File: src/rtl/fifo_ram_2p.sv
// Dual-port storage array for sync_fifo_lvl: one synchronous write port and one
// asynchronous read port. Contents are never reset.
module fifo_ram_2p #(
    parameter int WIDTH = 32,
    parameter int DEPTH = 16
) (
    input  logic                       clk_i,
    input  logic                       we_i,
    input  logic [$clog2(DEPTH)-1:0]   waddr_i,
    input  logic [WIDTH-1:0]           wdata_i,
    input  logic [$clog2(DEPTH)-1:0]   raddr_i,
    output logic [WIDTH-1:0]           rdata_o
);

    logic [WIDTH-1:0] mem_q [DEPTH];

    // Write port: stores one word per accepted write.
    always_ff @(posedge clk_i) begin
        if (we_i) begin
            mem_q[waddr_i] <= wdata_i;
        end
    end

    assign rdata_o = mem_q[raddr_i];

endmodule

File: src/rtl/sync_fifo_lvl.sv
// Synchronous FIFO with occupancy level, almost-full/empty thresholds, sticky
// overflow/underflow flags and selectable first-word-fall-through read.
module sync_fifo_lvl #(
    parameter int WIDTH     = 32,
    parameter int DEPTH     = 16,
    parameter int AF_THRESH = DEPTH - 2,
    parameter int AE_THRESH = 2,
    parameter int FWFT      = 1
) (
    input  logic                     clk_i,
    input  logic                     rst_ni,
    input  logic                     clr_i,
    input  logic [WIDTH-1:0]         wdata_i,
    input  logic                     we_i,
    input  logic                     re_i,
    output logic [WIDTH-1:0]         rdata_o,
    output logic                     full_o,
    output logic                     empty_o,
    output logic                     almost_full_o,
    output logic                     almost_empty_o,
    output logic [$clog2(DEPTH):0]   level_o,
    output logic                     overflow_o,
    output logic                     underflow_o
);

    localparam int AW = $clog2(DEPTH);
    localparam int LW = AW + 1;
    localparam logic [LW-1:0] DEPTH_L = LW'(DEPTH);
    localparam logic [LW-1:0] AF_L    = LW'(AF_THRESH);
    localparam logic [LW-1:0] AE_L    = LW'(AE_THRESH);

    generate
        if (WIDTH < 1) begin : g_bad_width
            $error("sync_fifo_lvl: WIDTH must be at least 1");
        end
        if (DEPTH < 2 || (DEPTH & (DEPTH - 1)) != 0) begin : g_bad_depth
            $error("sync_fifo_lvl: DEPTH must be a power of two, at least 2");
        end
        if (!(AE_THRESH < AF_THRESH && AF_THRESH <= DEPTH)) begin : g_bad_thresh
            $error("sync_fifo_lvl: need AE_THRESH < AF_THRESH <= DEPTH");
        end
    endgenerate

    logic [AW-1:0]    wptr_q, wptr_d, rptr_q, rptr_d;
    logic [LW-1:0]    level_q, level_d;
    logic             ovf_q, ovf_d, unf_q, unf_d;
    logic             rd_acc_s, wr_acc_s;
    logic [WIDTH-1:0] ram_rdata_s;

    // A flush suppresses every accept, so neither pointers nor memory move.
    assign rd_acc_s = re_i && (level_q != {LW{1'b0}}) && !clr_i;
    assign wr_acc_s = we_i && ((level_q != DEPTH_L) || rd_acc_s) && !clr_i;

    // Next-state for pointers, level and sticky error flags.
    always_comb begin
        wptr_d  = wptr_q;
        rptr_d  = rptr_q;
        level_d = level_q;
        ovf_d   = ovf_q;
        unf_d   = unf_q;
        if (clr_i) begin
            wptr_d  = {AW{1'b0}};
            rptr_d  = {AW{1'b0}};
            level_d = {LW{1'b0}};
            ovf_d   = 1'b0;
            unf_d   = 1'b0;
        end else begin
            if (wr_acc_s) begin
                wptr_d = wptr_q + AW'(1);
            end else begin
                wptr_d = wptr_q;
            end
            if (rd_acc_s) begin
                rptr_d = rptr_q + AW'(1);
            end else begin
                rptr_d = rptr_q;
            end
            if (wr_acc_s && !rd_acc_s) begin
                level_d = level_q + LW'(1);
            end else if (rd_acc_s && !wr_acc_s) begin
                level_d = level_q - LW'(1);
            end else begin
                level_d = level_q;
            end
            if (we_i && !wr_acc_s) begin
                ovf_d = 1'b1;
            end else begin
                ovf_d = ovf_q;
            end
            if (re_i && (level_q == {LW{1'b0}})) begin
                unf_d = 1'b1;
            end else begin
                unf_d = unf_q;
            end
        end
    end

    // State register with asynchronous reset.
    always_ff @(posedge clk_i or negedge rst_ni) begin
        if (!rst_ni) begin
            wptr_q  <= {AW{1'b0}};
            rptr_q  <= {AW{1'b0}};
            level_q <= {LW{1'b0}};
            ovf_q   <= 1'b0;
            unf_q   <= 1'b0;
        end else begin
            wptr_q  <= wptr_d;
            rptr_q  <= rptr_d;
            level_q <= level_d;
            ovf_q   <= ovf_d;
            unf_q   <= unf_d;
        end
    end

    fifo_ram_2p #(
        .WIDTH (WIDTH),
        .DEPTH (DEPTH)
    ) u_ram (
        .clk_i   (clk_i),
        .we_i    (wr_acc_s),
        .waddr_i (wptr_q),
        .wdata_i (wdata_i),
        .raddr_i (rptr_q),
        .rdata_o (ram_rdata_s)
    );

    generate
        if (FWFT != 0) begin : g_fwft
            assign rdata_o = ram_rdata_s;
        end else begin : g_regd
            logic [WIDTH-1:0] rdata_q;

            // Output register loads the popped word and holds it until the next pop.
            always_ff @(posedge clk_i or negedge rst_ni) begin
                if (!rst_ni) begin
                    rdata_q <= {WIDTH{1'b0}};
                end else if (clr_i) begin
                    rdata_q <= {WIDTH{1'b0}};
                end else if (rd_acc_s) begin
                    rdata_q <= ram_rdata_s;
                end else begin
                    rdata_q <= rdata_q;
                end
            end

            assign rdata_o = rdata_q;
        end
    endgenerate

    assign level_o        = level_q;
    assign full_o         = (level_q == DEPTH_L);
    assign empty_o        = (level_q == {LW{1'b0}});
    assign almost_full_o  = (level_q >= AF_L);
    assign almost_empty_o = (level_q <= AE_L);
    assign overflow_o     = ovf_q;
    assign underflow_o    = unf_q;

endmodule

File: config.mk
export PLATFORM = sky130hd
export DESIGN_NAME = sync_fifo_lvl
export DESIGN_NICKNAME = d
export VERILOG_FILES = /design/src/rtl/fifo_ram_2p.sv /design/src/rtl/sync_fifo_lvl.sv
export SDC_FILE = /design/constraint.sdc
export NUM_CORES = 1
export LEC_CHECK = 0
export CORE_ASPECT_RATIO = 1.5
export CORE_MARGIN = 2
export CORE_UTILIZATION = 60
export DETAILED_ROUTE_END_ITERATION = 6
export GPL_TIMING_DRIVEN = 1
export PLACE_DENSITY = 0.76
export SYNTH_ARGS = -nofsm -noshare
export SYNTH_HDL_FRONTEND = slang
export SYNTH_SLANG_ARGS = --single-unit
export TNS_END_PERCENT = 5
File: constraint.sdc
create_clock -name clk_i -period 3.8 [get_ports clk_i]
set_input_delay 0.76 -clock clk_i [delete_from_list [all_inputs] [get_ports clk_i]]
set_output_delay 0.76 -clock clk_i [all_outputs]
set_load 0.05 [all_outputs]
==> results of run 1 <==
worst paths after layout:
path / slack (ns) / endpoint / start
setup / recovery: 0.11 / rdata_o[16] / rptr_q[1]
hold / removal: 0.50 / underflow_o / underflow_o
setup reg to reg: 0.77 / level_o[4] / level_o[1]
hold reg to reg: 0.50 / underflow_o / underflow_o
max in group asynchronous: 2.56 / rptr_q[1] / rst_ni
min in group asynchronous: 0.67 / rptr_q[3] / rst_ni
flip-flops by register name, summed over array words and instances, names as in the netlist:
register and flops:
level_o 5, overflow_o 1, rptr_q 4, u_ram.mem_q 512
underflow_o 1, wptr_q 4
critical path: stages, from the launching register on:
cell and delay [ns]:
dfrtp_4 0.84, mux4_2 0.44, a22oi_1 0.28, nand2_1 0.09
clkdlybuf4s50_1 0.70
cells in the final DEF (no fill, tap or decap), types with 4 or more instances in the layout:
master           netlist  final
ha_1                   9      9
nand2_1               42     42
dfrtp_1               15     13
nor2_1                34     17
clkdlybuf4s50_1        0     52
mux4_2               128    128
bufinv_16              0      7
xnor2_1                5      5
nand3_1                5      5
nor2_4                 0     17
a22oi_1               64     64
buf_4                  5     63
a31oi_1                4      4
clkinv_1               0      9
edfxtp_1             512    512
clkbuf_16              0     47
buf_12                 0      9
inv_1                  6      6
a21oi_1                6      6
clkbuf_1              29     13
per-layer routing:
| metal | vias up | wire (um) |
|---|---|---|
| met5 | - | 13 |
| met4 | 2 | 1410 |
| met3 | 88 | 2930 |
| met2 | 469 | 23400 |
| met1 | 5113 | 16000 |
| li1 | 4091 | - |
layout make-up:
type                       count  area, um^2
sequential                   527       15800
fill                        1966        9840
multi-input combinational    332        4340
timing repair buffer         129        1230
clock buffer                  60        1220
tap                          420         526
clock inverter                24         300
inverter                       6        22.5
report_power, final:
part	leakage, nW	switching, mW	total [mW]	internal [mW]
registers	4.81	0.152	6.63	6.48
logic	1.90	1.75	3.09	1.34
clock network	0.733	1.98	4.74	2.76
total	7.44	3.89	14.5	10.6
cells by family after synthesis:
kind of cell / share of synthesized area
XOR/XNOR: 0.00347
flip-flops: 0.780
AO/OA/AOI/OAI: 0.0305
AND/OR/NAND/NOR: 0.0212
adder cells (fa/ha/maj): 0.00657
buffers and inverters: 0.0121
multiplexers: 0.146
per-stage QoR:
stage	util	total power [mW]	instance area, um^2	hold slack (ns)
CTS	0.704	14.6	23400	0.512
floorplan	-	8.99	20200	0.464
finish	0.704	14.5	23400	0.503
detailed placement	0.658	9.86	21900	0.492
global route	0.704	14.9	23400	0.554
global placement	0.658	9.81	21900	0.489
repair_timing:
item                                    in CTS  in global routing
setup buffers                                0                  0
pin swaps                                    0                  0
hold buffers                                 0                  0
endpoints found under the setup margin       1                  4
hold endpoints to repair                     0                  0
gates resized for setup                      1                  4
==> metrics.txt, run 1 <==
# TYPE chip_impl_metric gauge
chip_impl_metric{name="number_of_enable_type_register_cells_in_the_synthesized_netlist",unit=""} 512
chip_impl_info{name="timing_worst_setup_path_type",value="flop to output pin"} 1
chip_impl_metric{name="cts-htree-levels",unit=""} 2
chip_impl_metric{name="finalSetupTns",unit="ns"} 0
chip_impl_info{name="clk_root_buffer_cell",value="clkbuf_16"} 1
chip_impl_metric{name="worst-endpoint-arrival",unit="ns"} 2.93
chip_impl_info{name="synth_top_cells_by_area",value="edfxtp_1, mux4_2, a22oi_1, dfrtp_1, nand2_1"} 1
chip_impl_metric{name="total_global_routing_overflow",unit=""} 0
chip_impl_info{name="rsz0062_at_grt",value="no"} 1
chip_impl_metric{name="report.final.setup_viol",unit=""} 0
chip_impl_metric{name="finalHoldViolations",unit=""} 0
chip_impl_info{name="run_status",value="finished clean"} 1
chip_impl_info{name="synthMostInstantiatedCell",value="edfxtp_1"} 1
chip_impl_metric{name="maxCapViolations",unit=""} 0
chip_impl_metric{name="die_x",unit="um"} 154
chip_impl_metric{name="io_buffers",unit=""} 79
chip_impl_metric{name="synth-seq-cells",unit=""} 527
chip_impl_metric{name="power.density_cell_area",unit="nW/um^2"} 618
chip_impl_metric{name="route.detailed.wl_per_inst",unit="um"} 29.2
chip_impl_metric{name="grt_pass1_wl",unit="um"} 65500
chip_impl_metric{name="pins_over_their_slew_limit",unit=""} 0
chip_impl_metric{name="syn_nets",unit=""} 962
chip_impl_metric{name="first_global_vias",unit=""} 10472
chip_impl_metric{name="layout.cells.non_filler",unit=""} 1498
chip_impl_metric{name="longest_clk_path_bufs",unit=""} 3
chip_impl_metric{name="fin_worst_skew",unit="ns"} 0.0246
chip_impl_metric{name="grt.met3_usage",unit=""} 0.0432
chip_impl_metric{name="drt-initial-drc-count",unit=""} 924
chip_impl_metric{name="cts.sinks",unit=""} 527
chip_impl_metric{name="worst_ir_drop_vdd",unit="mV"} 0.727
chip_impl_metric{name="hold-path-cell-count",unit=""} 2
chip_impl_metric{name="timing.final.ws_setup",unit="ns"} 0.113
chip_impl_metric{name="post_synth_instance_area",unit="um^2"} 20200
chip_impl_metric{name="postSynthAreaPerCell",unit="um^2"} 22.1
chip_impl_metric{name="tritoncts.num_buffers",unit=""} 45
chip_impl_metric{name="floorplan.initialDensity",unit=""} 0.607
chip_impl_metric{name="routed_wirelength",unit="um"} 43700
chip_impl_metric{name="gp_congestion",unit=""} 0.756
chip_impl_metric{name="gr-usage-met2",unit=""} 0.440
chip_impl_metric{name="drt_first_pass_iters",unit=""} 5
chip_impl_metric{name="final_period_minus_worst_setup_slack",unit="ns"} 3.69
chip_impl_metric{name="grt.total_usage",unit=""} 0.256
chip_impl_metric{name="finish.net_count",unit=""} 1088
chip_impl_metric{name="remaining_drc_errors",unit=""} 0
chip_impl_metric{name="area_growth_syn_to_layout",unit="%"} 15.9
chip_impl_metric{name="chip_height",unit="um"} 229
chip_impl_info{name="yosysTopAreaCell",value="edfxtp_1"} 1
chip_impl_metric{name="fraction_of_layout_instances_using_a_drive_strength_above_1",unit=""} 0.269
chip_impl_metric{name="path_max_fanout",unit=""} 42
chip_impl_metric{name="cts.reportedPaths.clkPinSlew",unit="ns"} 0.07
chip_impl_metric{name="clock_insertion_delay_at_the_later_pin_of_the_skew_report",unit="ns"} 0.57
chip_impl_metric{name="dieArea",unit="um^2"} 35200
chip_impl_metric{name="dp_hpwl",unit="um"} 23000
chip_impl_metric{name="max_slew_margin",unit=""} 0.472
chip_impl_metric{name="place_worst_setup_slack",unit="ns"} 0.634
chip_impl_metric{name="maximum_number_of_pins_on_one_net_before_global_route_repair",unit=""} 47
chip_impl_metric{name="design.core.area",unit="um^2"} 33200
chip_impl_metric{name="gate_count_of_the_mapped_netlist",unit=""} 915
chip_impl_metric{name="power.leakage",unit="nW"} 7.44
chip_impl_metric{name="ant_nets",unit=""} 0
chip_impl_info{name="endpoint_kind",value="output pin"} 1
chip_impl_info{name="synth-main-ff-cell",value="edfxtp_1"} 1
chip_impl_info{name="cp-start-kind",value="flop"} 1
chip_impl_info{name="yosys-top-cells-count",value="edfxtp_1, mux4_2, a22oi_1"} 1
chip_impl_info{name="grt_most_used_layer",value="met2"} 1
chip_impl_metric{name="core.rowCount",unit=""} 82
chip_impl_metric{name="synth_top_area_share",unit=""} 0.762
chip_impl_metric{name="timing.fmax",unit="MHz"} 271
chip_impl_metric{name="global_route.usage.met1",unit=""} 0.336
chip_impl_metric{name="netlist-cell-type-count",unit=""} 39
chip_impl_info{name="hold_path_class",value="flop to flop"} 1
chip_impl_metric{name="min_period_over_period",unit=""} 0.970
chip_impl_metric{name="number_of_vias_per_cell_after_detailed_routing",unit=""} 6.52
chip_impl_metric{name="yosysSeqAreaShare",unit=""} 0.780
chip_impl_info{name="cts_tree",value="built"} 1
chip_impl_metric{name="grt_antenna_before_repair",unit=""} 1
chip_impl_metric{name="route.vias.total",unit=""} 9763
chip_impl_metric{name="pin_count",unit=""} 80
chip_impl_metric{name="ys.warnings.count",unit=""} 0
chip_impl_metric{name="cp.required",unit="ns"} 3.04
chip_impl_metric{name="antenna_diode_count",unit=""} 0
chip_impl_metric{name="placedCellCount",unit=""} 1414
chip_impl_metric{name="r2r.worst_path.cells",unit=""} 8
chip_impl_metric{name="least_margin_pin_slew",unit="ns"} 0.790
chip_impl_metric{name="synth_async_sr_flop_share",unit=""} 0.0285
No activity file was read; power rests on OpenSTA's default activity.
==> run 2: changes to the inputs <==
CELL_PAD_IN_SITES_DETAIL_PLACEMENT = 1   (was unset)
CELL_PAD_IN_SITES_GLOBAL_PLACEMENT = 1   (was unset)
CORE_UTILIZATION = 54   (was 60)
clock period = 3.45 ns   (was 3.8 ns; I/O delays follow)
==> run 2 against run 1 <==
Compared with the run above:
- count of clock-buffer cells in the layout shrank 4
- global-route usage down 0.89 points
- setup slack about the same
- sequential share of layout area shrank 0.89 points
- flip-flop and latch count is the same
- first-iteration DRC count decreased by 20%
- sequential power increased by 9.8%
- largest cell class unchanged
- highest routed layer is now met4
==> metrics.txt, run 2 (synthesis results as in run 1) <==
# TYPE chip_impl_metric gauge
chip_impl_info{name="run_status",value="finished clean"} 1
chip_impl_metric{name="timing.final.ws_setup",unit="ns"} 0.113
chip_impl_metric{name="min_period_over_period",unit=""} 0.967
chip_impl_metric{name="grt_antenna_before_repair",unit=""} 1
chip_impl_metric{name="total_global_routing_overflow",unit=""} 0
chip_impl_metric{name="worst_ir_drop_vdd",unit="mV"} 0.505
chip_impl_metric{name="drt_first_pass_iters",unit=""} 5
chip_impl_metric{name="postCtsSetupBuffers",unit=""} 0
chip_impl_metric{name="placement.cell_area",unit="um^2"} 22100
chip_impl_metric{name="route.detailed.wl_per_inst",unit="um"} 29.7
chip_impl_metric{name="dp_hpwl",unit="um"} 25900
chip_impl_info{name="timing_worst_setup_path_type",value="flop to output pin"} 1
chip_impl_metric{name="route.vias.total",unit=""} 9795
chip_impl_metric{name="remaining_drc_errors",unit=""} 0
chip_impl_metric{name="hold-worst-slack",unit="ns"} 0.502
chip_impl_metric{name="finalSetupTns",unit="ns"} 0
chip_impl_metric{name="maxCapViolations",unit=""} 0
chip_impl_metric{name="report.final.setup_viol",unit=""} 0
chip_impl_metric{name="cts.reportedPaths.clkPinSlew",unit="ns"} 0.07
chip_impl_info{name="hold_path_class",value="flop to flop"} 1
chip_impl_metric{name="chip_height",unit="um"} 241
chip_impl_metric{name="number_of_buffers_added_to_fix_hold_violations_after_cts",unit=""} 0
chip_impl_metric{name="ant_nets",unit=""} 0
chip_impl_metric{name="cts-htree-levels",unit=""} 2
chip_impl_info{name="final_common_cell",value="edfxtp_1"} 1
chip_impl_metric{name="design.core.area",unit="um^2"} 36800
chip_impl_metric{name="max_slew_margin",unit=""} 0.481
chip_impl_metric{name="fin_worst_skew",unit="ns"} 0.0167
chip_impl_metric{name="routed_wirelength",unit="um"} 46500
chip_impl_info{name="rsz0062_at_grt",value="no"} 1
chip_impl_info{name="most-common-layout-cells",value="edfxtp_1, mux4_2, a22oi_1"} 1
chip_impl_metric{name="finalHoldViolations",unit=""} 0
chip_impl_metric{name="place_worst_setup_slack",unit="ns"} 0.392
chip_impl_metric{name="gp_congestion",unit=""} 0.760
chip_impl_metric{name="final_util",unit=""} 0.644
chip_impl_info{name="cp-start-kind",value="flop"} 1
chip_impl_metric{name="layout.cells.non_filler",unit=""} 1566
chip_impl_metric{name="drt-initial-drc-count",unit=""} 738
chip_impl_metric{name="dieArea",unit="um^2"} 39000
chip_impl_info{name="cts_tree",value="built"} 1
chip_impl_metric{name="number_of_vias_per_cell_after_detailed_routing",unit=""} 6.25
chip_impl_metric{name="pin_count",unit=""} 80
chip_impl_metric{name="pins_over_their_slew_limit",unit=""} 0
chip_impl_metric{name="post-layout-total-power",unit="mW"} 16.4
chip_impl_info{name="endpoint_kind",value="output pin"} 1
chip_impl_info{name="max_flop_register",value="u_ram.mem_q"} 1
chip_impl_metric{name="io_buffers",unit=""} 79
chip_impl_metric{name="worst-endpoint-arrival",unit="ns"} 2.65
chip_impl_metric{name="first_global_vias",unit=""} 10917
chip_impl_metric{name="tritoncts.num_buffers",unit=""} 46
chip_impl_metric{name="largest_register_ff_count",unit=""} 512
chip_impl_metric{name="timing.fmax",unit="MHz"} 300
chip_impl_metric{name="power.density_cell_area",unit="nW/um^2"} 692
chip_impl_metric{name="clock_insertion_delay_at_the_later_pin_of_the_skew_report",unit="ns"} 0.57
chip_impl_metric{name="fraction_of_layout_instances_using_a_drive_strength_above_1",unit=""} 0.288
chip_impl_metric{name="maximum_number_of_pins_on_one_net_before_global_route_repair",unit=""} 44
chip_impl_metric{name="power.leakage",unit="nW"} 7.54
chip_impl_metric{name="cp.required",unit="ns"} 2.76
chip_impl_metric{name="core.rowCount",unit=""} 86
chip_impl_metric{name="longest_clk_path_bufs",unit=""} 3
chip_impl_metric{name="path_max_fanout",unit=""} 20
chip_impl_metric{name="grt.total_usage",unit=""} 0.247
chip_impl_metric{name="finish.net_count",unit=""} 1090
chip_impl_info{name="clk_root_buffer_cell",value="clkbuf_16"} 1
chip_impl_metric{name="placedCellCount",unit=""} 1479
chip_impl_metric{name="area_growth_syn_to_layout",unit="%"} 17.5
chip_impl_metric{name="grt_pass1_wl",unit="um"} 69400
chip_impl_metric{name="least_margin_pin_slew",unit="ns"} 0.777
chip_impl_metric{name="floorplan.initialDensity",unit=""} 0.549
chip_impl_metric{name="cts.sinks",unit=""} 527
chip_impl_metric{name="postLayoutCellArea",unit="um^2"} 23700
chip_impl_metric{name="die_x",unit="um"} 162
chip_impl_metric{name="final_period_minus_worst_setup_slack",unit="ns"} 3.34
run 2: final timing paths:
kind	from	endpoint	slack [ns]	cells past startpoint
worst max-delay path	rptr_q[0]	rdata_o[15]	0.11	6
worst max register to register	level_o[1]	level_o[4]	0.42	8
max in group asynchronous	rst_ni	rptr_q[0]	2.33	1
worst min register to register	overflow_o	overflow_o	0.50	2
min in group asynchronous	rst_ni	underflow_o	0.57	1
worst min-delay path	overflow_o	overflow_o	0.50	2
run 2: report_power, final:
group	leakage (nW)	total [mW]	internal (mW)	switching, mW
combinational	1.93	3.55	1.54	2.01
clock	0.800	5.57	3.28	2.29
sequential	4.81	7.28	7.14	0.146
total	7.54	16.4	12.0	4.45
run 2: per-layer routing:
metal	wire length [um]	track usage	vias up
met2	24900	0.434	412
met4	1730	0.107	0
met3	2650	0.0419	117
li1	-	-	4099
met5	0	0	-
met1	17200	0.306	5167
run 2: layout make-up:
type	count	area [um^2]
clock inverters	30	430
clock buffers	56	1210
repair buffers	130	1350
diodes	1	2.50
well taps	484	606
fillers	3030	13100
multi-input cells	332	4340
flip-flops and latches	527	15800
inverters	6	22.5
run 2: critical path: stages (launching register included):
cell and delay [ns]:
dfrtp_4 0.47, buf_12 0.21, buf_12 0.23, mux4_2 0.53, a22oi_1 0.27, nand2_1 0.13
buf_4 0.21
run 2: timing repair:
| action | 4_1_cts | 5_1_grt |
|---|---|---|
| endpoints found under the setup margin | 2 | 1 |
| resized for setup | 2 | 3 |
| cloned | 0 | 0 |
==> run 3: changes to the inputs <==
CAP_MARGIN = 10   (was unset)
==> results of run 3 <==
Same layout as run 2: the final DEF is identical, and so are final timing and power.
